File: config.mk
export PLATFORM = sky130hd
export DESIGN_NAME = comb_sweep_ctrl
export DESIGN_NICKNAME = d
export VERILOG_FILES = /design/src/rtl/comb_sweep_pkg.sv /design/src/rtl/obs_change_det.sv /design/src/rtl/comb_sweep_ctrl.sv
export SDC_FILE = /design/constraint.sdc
export NUM_CORES = 1
export LEC_CHECK = 0
export CORE_MARGIN = 2
export CORE_UTILIZATION = 55
export CTS_CLUSTER_DIAMETER = 60
export CTS_CLUSTER_SIZE = 30
export DETAILED_ROUTE_END_ITERATION = 7
export DONT_BUFFER_PORTS = 1
export PLACE_DENSITY = 0.7
export SLEW_MARGIN = 0
export SYNTH_ARGS = -nofsm -noshare
export SYNTH_HDL_FRONTEND = slang
export SYNTH_SLANG_ARGS = --single-unit
File: constraint.sdc
create_clock -name clk -period 2 [get_ports clk]
set_input_delay 0.4 -clock clk [delete_from_list [all_inputs] [get_ports clk]]
set_output_delay 0.4 -clock clk [all_outputs]
set_load 0.005 [all_outputs]
File: src/rtl/comb_sweep_pkg.sv
// Shared types and constants for the combLogic sweep sequencer.
package comb_sweep_pkg;

  typedef enum logic [2:0] {
    IDLE,
    APPLY,
    SETTLE,
    OBSERVE,
    REPORT,
    DONE
  } state_t;

  localparam int unsigned N_IN_DEF  = 8;
  localparam int unsigned N_OBS_DEF = 14;

  // Value deposited onto the loop-breaking net on each APPLY cycle.
  localparam logic DEP_VAL = 1'b1;

endpackage

File: src/rtl/obs_change_det.sv
// Observation-window comparator: captures a reference on 'first', then flags any later difference.
module obs_change_det
  import comb_sweep_pkg::*;
#(
  parameter int unsigned N_OBS = N_OBS_DEF
) (
  input  logic             clk,
  input  logic             rst,
  input  logic             first,
  input  logic             en,
  input  logic [N_OBS-1:0] obs_in,
  output logic             changed
);

  logic [N_OBS-1:0] ref_obs;
  logic             sticky;

  always_ff @(posedge clk) begin
    if (rst) begin
      ref_obs <= '0;
      sticky  <= 1'b0;
    end else if (first) begin
      ref_obs <= obs_in;
      sticky  <= 1'b0;
    end else if (en && (obs_in != ref_obs)) begin
      sticky <= 1'b1;
    end
  end

  // Includes the current cycle so the last window cycle is counted too.
  assign changed = sticky | (en & (obs_in != ref_obs));

endmodule

File: src/rtl/comb_sweep_ctrl.sv
// Sweeps every input vector through combLogic, observes internal nets, reports per-vector results.
module comb_sweep_ctrl
  import comb_sweep_pkg::*;
#(
  parameter int unsigned N_IN       = N_IN_DEF,
  parameter int unsigned N_OBS      = N_OBS_DEF,
  parameter int unsigned SETTLE_CYC = 4,
  parameter int unsigned OBS_CYC    = 3,
  parameter int unsigned DEP_EN     = 1
) (
  input  logic             clk,
  input  logic             rst,
  input  logic             start,
  input  logic             abort,
  output logic [N_IN-1:0]  vec_out,
  output logic             dep_en,
  input  logic [N_OBS-1:0] obs_in,
  output logic             res_valid,
  input  logic             res_ready,
  output logic [N_IN-1:0]  res_vec,
  output logic [N_OBS-1:0] res_obs,
  output logic             res_osc,
  output logic [N_IN:0]    osc_cnt,
  output logic             busy,
  output logic             done
);

  localparam int unsigned TMAX = (SETTLE_CYC > OBS_CYC) ? SETTLE_CYC : OBS_CYC;
  localparam int unsigned TW   = $clog2(TMAX) + 1;
  localparam logic [TW-1:0] SETTLE_LAST = TW'(SETTLE_CYC - 1);
  localparam logic [TW-1:0] OBS_LAST    = TW'(OBS_CYC - 1);

  state_t           state_q, state_d;
  logic [N_IN-1:0]  cnt_q;
  logic [TW-1:0]    tmr_q;
  logic [N_IN-1:0]  res_vec_q;
  logic [N_OBS-1:0] res_obs_q;
  logic             res_osc_q;
  logic [N_IN:0]    osc_cnt_q;

  logic obs_first, obs_en, obs_last, changed, handshake;

  assign obs_first = (state_q == OBSERVE) && (tmr_q == '0);
  assign obs_en    = (state_q == OBSERVE) && (tmr_q != '0);
  assign obs_last  = (state_q == OBSERVE) && (tmr_q == OBS_LAST);
  assign handshake = (state_q == REPORT) && res_ready && !abort;

  obs_change_det #(
    .N_OBS (N_OBS)
  ) u_det (
    .clk     (clk),
    .rst     (rst),
    .first   (obs_first),
    .en      (obs_en),
    .obs_in  (obs_in),
    .changed (changed)
  );

  always_comb begin
    state_d = state_q;
    unique case (state_q)
      IDLE:    if (start) state_d = APPLY;
      APPLY:   state_d = SETTLE;
      SETTLE:  if (tmr_q == SETTLE_LAST) state_d = OBSERVE;
      OBSERVE: if (tmr_q == OBS_LAST) state_d = REPORT;
      REPORT:  if (res_ready) state_d = (cnt_q == '1) ? DONE : APPLY;
      DONE:    state_d = IDLE;
      default: state_d = IDLE;
    endcase
    if (abort) state_d = IDLE;
  end

  always_ff @(posedge clk) begin
    if (rst) begin
      state_q   <= IDLE;
      cnt_q     <= '0;
      tmr_q     <= '0;
      res_vec_q <= '0;
      res_obs_q <= '0;
      res_osc_q <= 1'b0;
      osc_cnt_q <= '0;
    end else begin
      state_q <= state_d;
      // Timer restarts on every state change, so it counts cycles spent in the current state.
      tmr_q   <= (state_d != state_q) ? '0 : tmr_q + TW'(1);
      if ((state_q == IDLE) && start && !abort) begin
        cnt_q     <= '0;
        osc_cnt_q <= '0;
      end
      if (obs_last) begin
        res_vec_q <= cnt_q;
        res_obs_q <= obs_in;
        res_osc_q <= changed;
      end
      if (handshake) begin
        osc_cnt_q <= osc_cnt_q + (N_IN + 1)'(res_osc_q);
        if (cnt_q != '1) cnt_q <= cnt_q + N_IN'(1);
      end
    end
  end

  assign vec_out   = (state_q inside {APPLY, SETTLE, OBSERVE, REPORT}) ? cnt_q : '0;
  assign dep_en    = (state_q == APPLY) && (DEP_EN != 0) && DEP_VAL;
  assign res_valid = (state_q == REPORT);
  assign res_vec   = res_vec_q;
  assign res_obs   = res_obs_q;
  assign res_osc   = res_osc_q;
  assign osc_cnt   = osc_cnt_q;
  assign busy      = (state_q != IDLE);
  assign done      = (state_q == DONE);

endmodule

### After elaboration in Yosys (flattened, before gate mapping)

Index checks and enable logic that the tools add are counted.

* bits of input ports: 19
* register bits: 61
* word-level logic and storage cells: 55
* output and inout bits: 44

* multiplexer cells: 13
* reduce and logical (&&, ||, !) cells: 17
* $add $sub $neg: 3
* equality and inequality tests: 11
* bitwise logic cells: 2

Operators by type and width (count)
* 8-bit two-way mux: 4
* 3-bit two-way mux: 6
* 9-bit two-way mux: 2
* 3-bit case mux with 5 select lines: 1
* 14-bit inequality test: 1
* 3-bit by 2-bit equality test with 1-bit output, second input constant: 4
* 9-bit by 1-bit adder with 9-bit output: 1
* 8-bit by 1-bit adder with 8-bit output, second input constant: 1
* 8-bit equality test, second input constant: 1
* 1-bit logical AND: 8
* 8-bit inequality test, second input constant: 1
* 3-bit equality test, second input constant: 2
* 3-bit logical NOT: 2
* 3-bit nonzero test: 2
* 4-bit nonzero test: 1
* 2-bit OR reduction: 2
* 3-bit by 1-bit adder with 3-bit output, second input constant: 1
* 3-bit by 1-bit equality test with 1-bit output, second input constant: 1
* 3-bit inequality test: 1
* 2-bit nonzero test: 1
* 1-bit AND: 1
* 1-bit logical NOT: 1
* 1-bit OR: 1

### Logic depth before layout (Yosys ltp)

Gate-level depths: netlist (run 1).

* word-level depth: 7
* gate-level depth with buffers: 8
* mapped depth without buffers: 6

### By module

A second synthesis (run 1) with hierarchy kept.

* cells, all modules: 340
* area, all modules: 2864.0 um^2

Modules (own cells, without submodules)
* comb_sweep_ctrl: area each 2173.3 um^2, instances 1, cells each 272, seq. area each 920.9 um^2
* obs_change_det: area each 690.7 um^2, instances 1, cells each 68, seq. area each 300.3 um^2

### Least setup slack after synthesis (run 1)

OpenSTA, ideal clock, no wires.

* kind: register to output
* start: register state_q[1]
* end: output port vec_out[0]
* buffers on the path: 2
* slack: 0.373 ns
* data required time: 1.600 ns
* stages on the path, launching flop included: 7
* arrival: 1.227 ns
* cells stage by stage: dfxtp_1 > buf_6 > clkbuf_1 > nor2_1 > nor2_1 > nor2_1 > and2_1

* word-level cells in the longest chain between the ends: 3
* elaborated cells between the ends (all ways): 6
* classes of those cells: 4 x eq/ne; 1 x mux; 1 x reduce/logical

Ends and longest elaborated chain
* from (decl): RTL line comb_sweep_ctrl.sv:33 `state_t state_q, state_d;`
* from (signal assigned): RTL line comb_sweep_ctrl.sv:83 `state_q <= state_d;`
* 3-bit by 1-bit equality test with 1-bit output (tied with other cells): RTL line comb_sweep_ctrl.sv:102 `assign vec_out = (state_q inside {APPLY, SETTLE, OBSERVE, REPORT}) ? cnt_q : '0;`
* 4-bit nonzero test (*): RTL line comb_sweep_ctrl.sv:102
* 8-bit two-way mux (*): RTL line comb_sweep_ctrl.sv:102
* to (decl): RTL line comb_sweep_ctrl.sv:15 `output logic [N_IN-1:0] vec_out,`

Mark *: on every way between the ends. The rest lies on a longest branch, timed or not.

### Worst setup path in the final report (run 1)

* start: register state_q[1]
* end: output port vec_out[6]

Same word-level chain as after synthesis.

==> metrics.md, run 1 <==
| Metric | Value |
|---|---|
| Avg Cell Area, Syn | `8.000 sq um` |
| Vias in the first global route | `2464` |
| CTS tree | `built` |
| Worst slew pin tran | `about 0.54 ns` |
| Die Ht | `76.67 microns` |
| Min Clock Period, post-route | `~1.9 ns` |
| Power, Total | `2.397 mW` |
| Min-delay src | `abort` |
| Slew headroom | `63.56%` |
| Period utilization | `between 90 and 100%` |
| Layout area overhead | `8.531%` |
| Ys flop type | `dfxtp_1` |
| Post_cts resized | `4` |
| # hold bufs at CTS | `0` |
| Element type at the critical path end | `primary output` |
| Gp weighted congestion | `0.8284` |
| Worst R2R Setup Slack | `~0.33 ns` |
| Worst R2R Start | `res_osc` |
| Vias per cell | `5.664` |
| Ys async rst share | `0%` |
| Worst EP arrival | `1.45 ns` |
| Row Count | `26` |
| Starting Density | `between 50% and 60%` |
| Post-Synthesis Cell Area | `2904 sq um` |
| Layout Nets | `388` |
| Hold Path Cell Cnt | `1` |
| Most frequent cell after synthesis | `nand2_1` |
| Sw Pwr | `0.5676 mW` |
| Crit-path max FO | `18` |
| Seq/Total Area, Yosys | `between 40% and 50%` |
| First-pass GRT wire length | `11050 microns` |
| Fraction of layout cells with a size suffix above 1 | `under 10%` |
| Clock Root Buffer | `clkbuf_8` |
| Final TNS setup | `0 ns` |
| Pin count of the biggest net entering global routing | `61` |
| Syn nets | `389` |
| HP Class | `input pin to flop` |
| Setup Skew | `0.008728 ns` |
| CP Data Required Time | `1.60 ns` |
| EDFF count, synth | `0` |
| # clock sinks | `61` |
| Clock Pin Slew Worst Setup and Hold Paths | `0.07 ns` |
| Peak supply drop | `0.5300 mV` |
| FMAX | `539.7 MHz` |
| WHS Endpoint | `state_q[2]` |
| Sw Ratio | `23.68%` |
| Drt total wl | `6466 microns` |
| Core box area | `approximately 5000 sq um` |
| Initial antenna violation count | `0` |
| Drt pass-1 iters | `4` |
| Flops & latches, synth | `61` |
| Critical path class | `flop to primary output` |
| Sequential share of power | `between 50% and 60%` |
| Logic pwr share | `3.4%` |
| Max clock buf depth | `2` |
| Synth Instances | `around 360` |
| Synth area leader | `dfxtp_1` |
| Die area | `5878 sq um` |
| Hold Vio Cnt, Final | `0` |
| R2R depth | `5` |
| DIE WIDTH | `76.67 microns` |
| FF-to-FF End | `osc_cnt[8]` |
| Max cap viols | `0` |
| Hpwl dp | `4376 microns` |
| Top cell type's share of synthesized area | `roughly 42%` |
| Total leakage power | `slightly above 1 nW` |
| Clock network power share | `45.3%` |
| RSZ-0062 raised after global routing | `true` |
| All-Layer GR Usage | `23.53%` |
| Post-route DRC | `0` |
| Pins Over Slew Limit | `0` |
| Synth top cells by count | `nand2_1 (80), dfxtp_1 (61), a21oi_1 (54), nor2_1 (16), xnor2_1 (15)` |
| Wire per inst | `14.80 microns` |
| H-tree levels | `3` |
| Initial DRC count | `between 100 and 150` |
| CP startpoint kind | `flop` |
| Cell internal pwr | `1.829 mW` |
| Post-route ant nets | `0` |
| Syn. warnings | `0` |
| Pwr dens | `760.5 nW/um^2` |
| Ports | `63` |
| Gr ovfl total | `0` |
| Synth area leaders | `dfxtp_1 (42%), nand2_1 (10%), a21oi_1 (9.3%)` |
| DR vias | `2475` |
| Worst-Skew Late Latency | `0.34 ns` |
| Final setup vio count | `0` |
| Antenna Cells | `0` |
| Distinct cells, synth | `45` |
| TritonCTS buffer count | `9` |
| Port bufs | `0` |
| Setup Buffers After CTS | `0` |
| Status | `finished clean` |
-- cells by family (layout without fill, tap and decap cells) --
family	Yosys count	count (layout)	synth area share, %
compound gates	83	83	16.29
fa+ha+maj	7	7	3.016
simple gates	170	170	29.64
xor+xnor	16	16	4.826
flops	61	61	42.05
buf+inv	26	30	4.179
-- cell type report --
class | instances | area, sq um
clock buffers | 10 | 127.6
repair buffers | 7 | 52.55
fillers | 466 | 1956
multi-input cells | 276 | 1569
flip-flops and latches | 61 | 1225
inverters | 7 | 26.28
clock inverters | 6 | 63.81
well taps | 70 | 87.58
-- state kept, by name, indices dropped and copies added (netlist names), 3 cells and up --
| name | flops |
|---|---|
| osc_cnt | 9 |
| u_det.ref_obs | 14 |
| res_vec | 8 |
| tmr_q | 3 |
| cnt_q | 8 |
| res_obs | 14 |
| state_q | 3 |
-- how the worst max path moves through the flow --
stage                 endpoint  cells after the start  slack (ns)        from
floorplan           vec_out[0]                      6        0.37  state_q[1]
global placement    vec_out[6]                      3        0.25  state_q[1]
detailed placement  vec_out[5]                      3        0.19  state_q[1]
CTS                 vec_out[5]                      4        0.05  state_q[1]
global route        vec_out[6]                      4      -0.007  state_q[1]
finish              vec_out[6]                      4        0.15  state_q[1]
-- worst max-delay path: stages, from the launching register on --
cell	delay, ns
dfxtp_2	0.52
nor2_1	0.11
nor2_1	0.19
nor2_2	0.10
and2_1	0.19
-- routing by layer --
metal  GRT usage, %  vias up  wire, microns
met2          39.56       67           3125
met5              0        -              0
met1          27.40     1136           2879
met4          12.18        0            102
met3          6.353        9            359
li1               -     1263              -
-- stage by stage --
stage	instance area (sq um)	util (%)	instances	setup slack (ns)	hold slack (ns)
after global routing	3152	61.71	437	-0.006684	0.1087
after floorplan	2904	-	363	0.3726	0.4488
final	3152	61.71	437	0.1470	0.1164
after CTS	3149	61.66	437	0.05000	0.1072
after global placement	2949	57.74	421	0.2506	0.4475
after detailed placement	2949	57.74	421	0.1938	0.4527
-- power groups by stage --
stage | Sequential, mW | Clock [mW] | Combinational, mW
2_1_floorplan | 1.25 | 0 | 0.0914
3_3_place_gp | 1.26 | 0 | 0.0790
3_5_place_dp | 1.26 | 0 | 0.0809
4_1_cts | 1.23 | 1.10 | 0.0816
5_1_grt | 1.23 | 1.16 | 0.0938
6_report | 1.23 | 1.09 | 0.0815
-- cell usage in the layout, fill, tap and decap left out, drive strengths merged, types with 2 or more instances in the layout --
master / n
or3: 6
o311ai: 2
or2: 4
nor2: 17
a211oi: 3
ha: 7
and3: 2
nor4b: 2
xnor2: 15
inv: 7
or4: 2
nand3b: 7
o21ai: 10
clkbuf: 10
a21oi: 54
buf: 7
nor3: 11
nand2: 81
clkinv: 3
nand3: 7
nor3b: 3
nand2b: 6
and2: 8
nor4: 4
dfxtp: 61
a22oi: 2
a31oi: 3
o211ai: 3
nor2b: 2
clkinvlp: 2
nand4: 8
Note: power is estimated with default switching activity, not from simulation.
==> run 2: changes to the inputs <==
Settings changed: SLEW_MARGIN 0 to default.
==> results of run 2 <==
Final layout, timing and power as in run 1 (identical DEF).
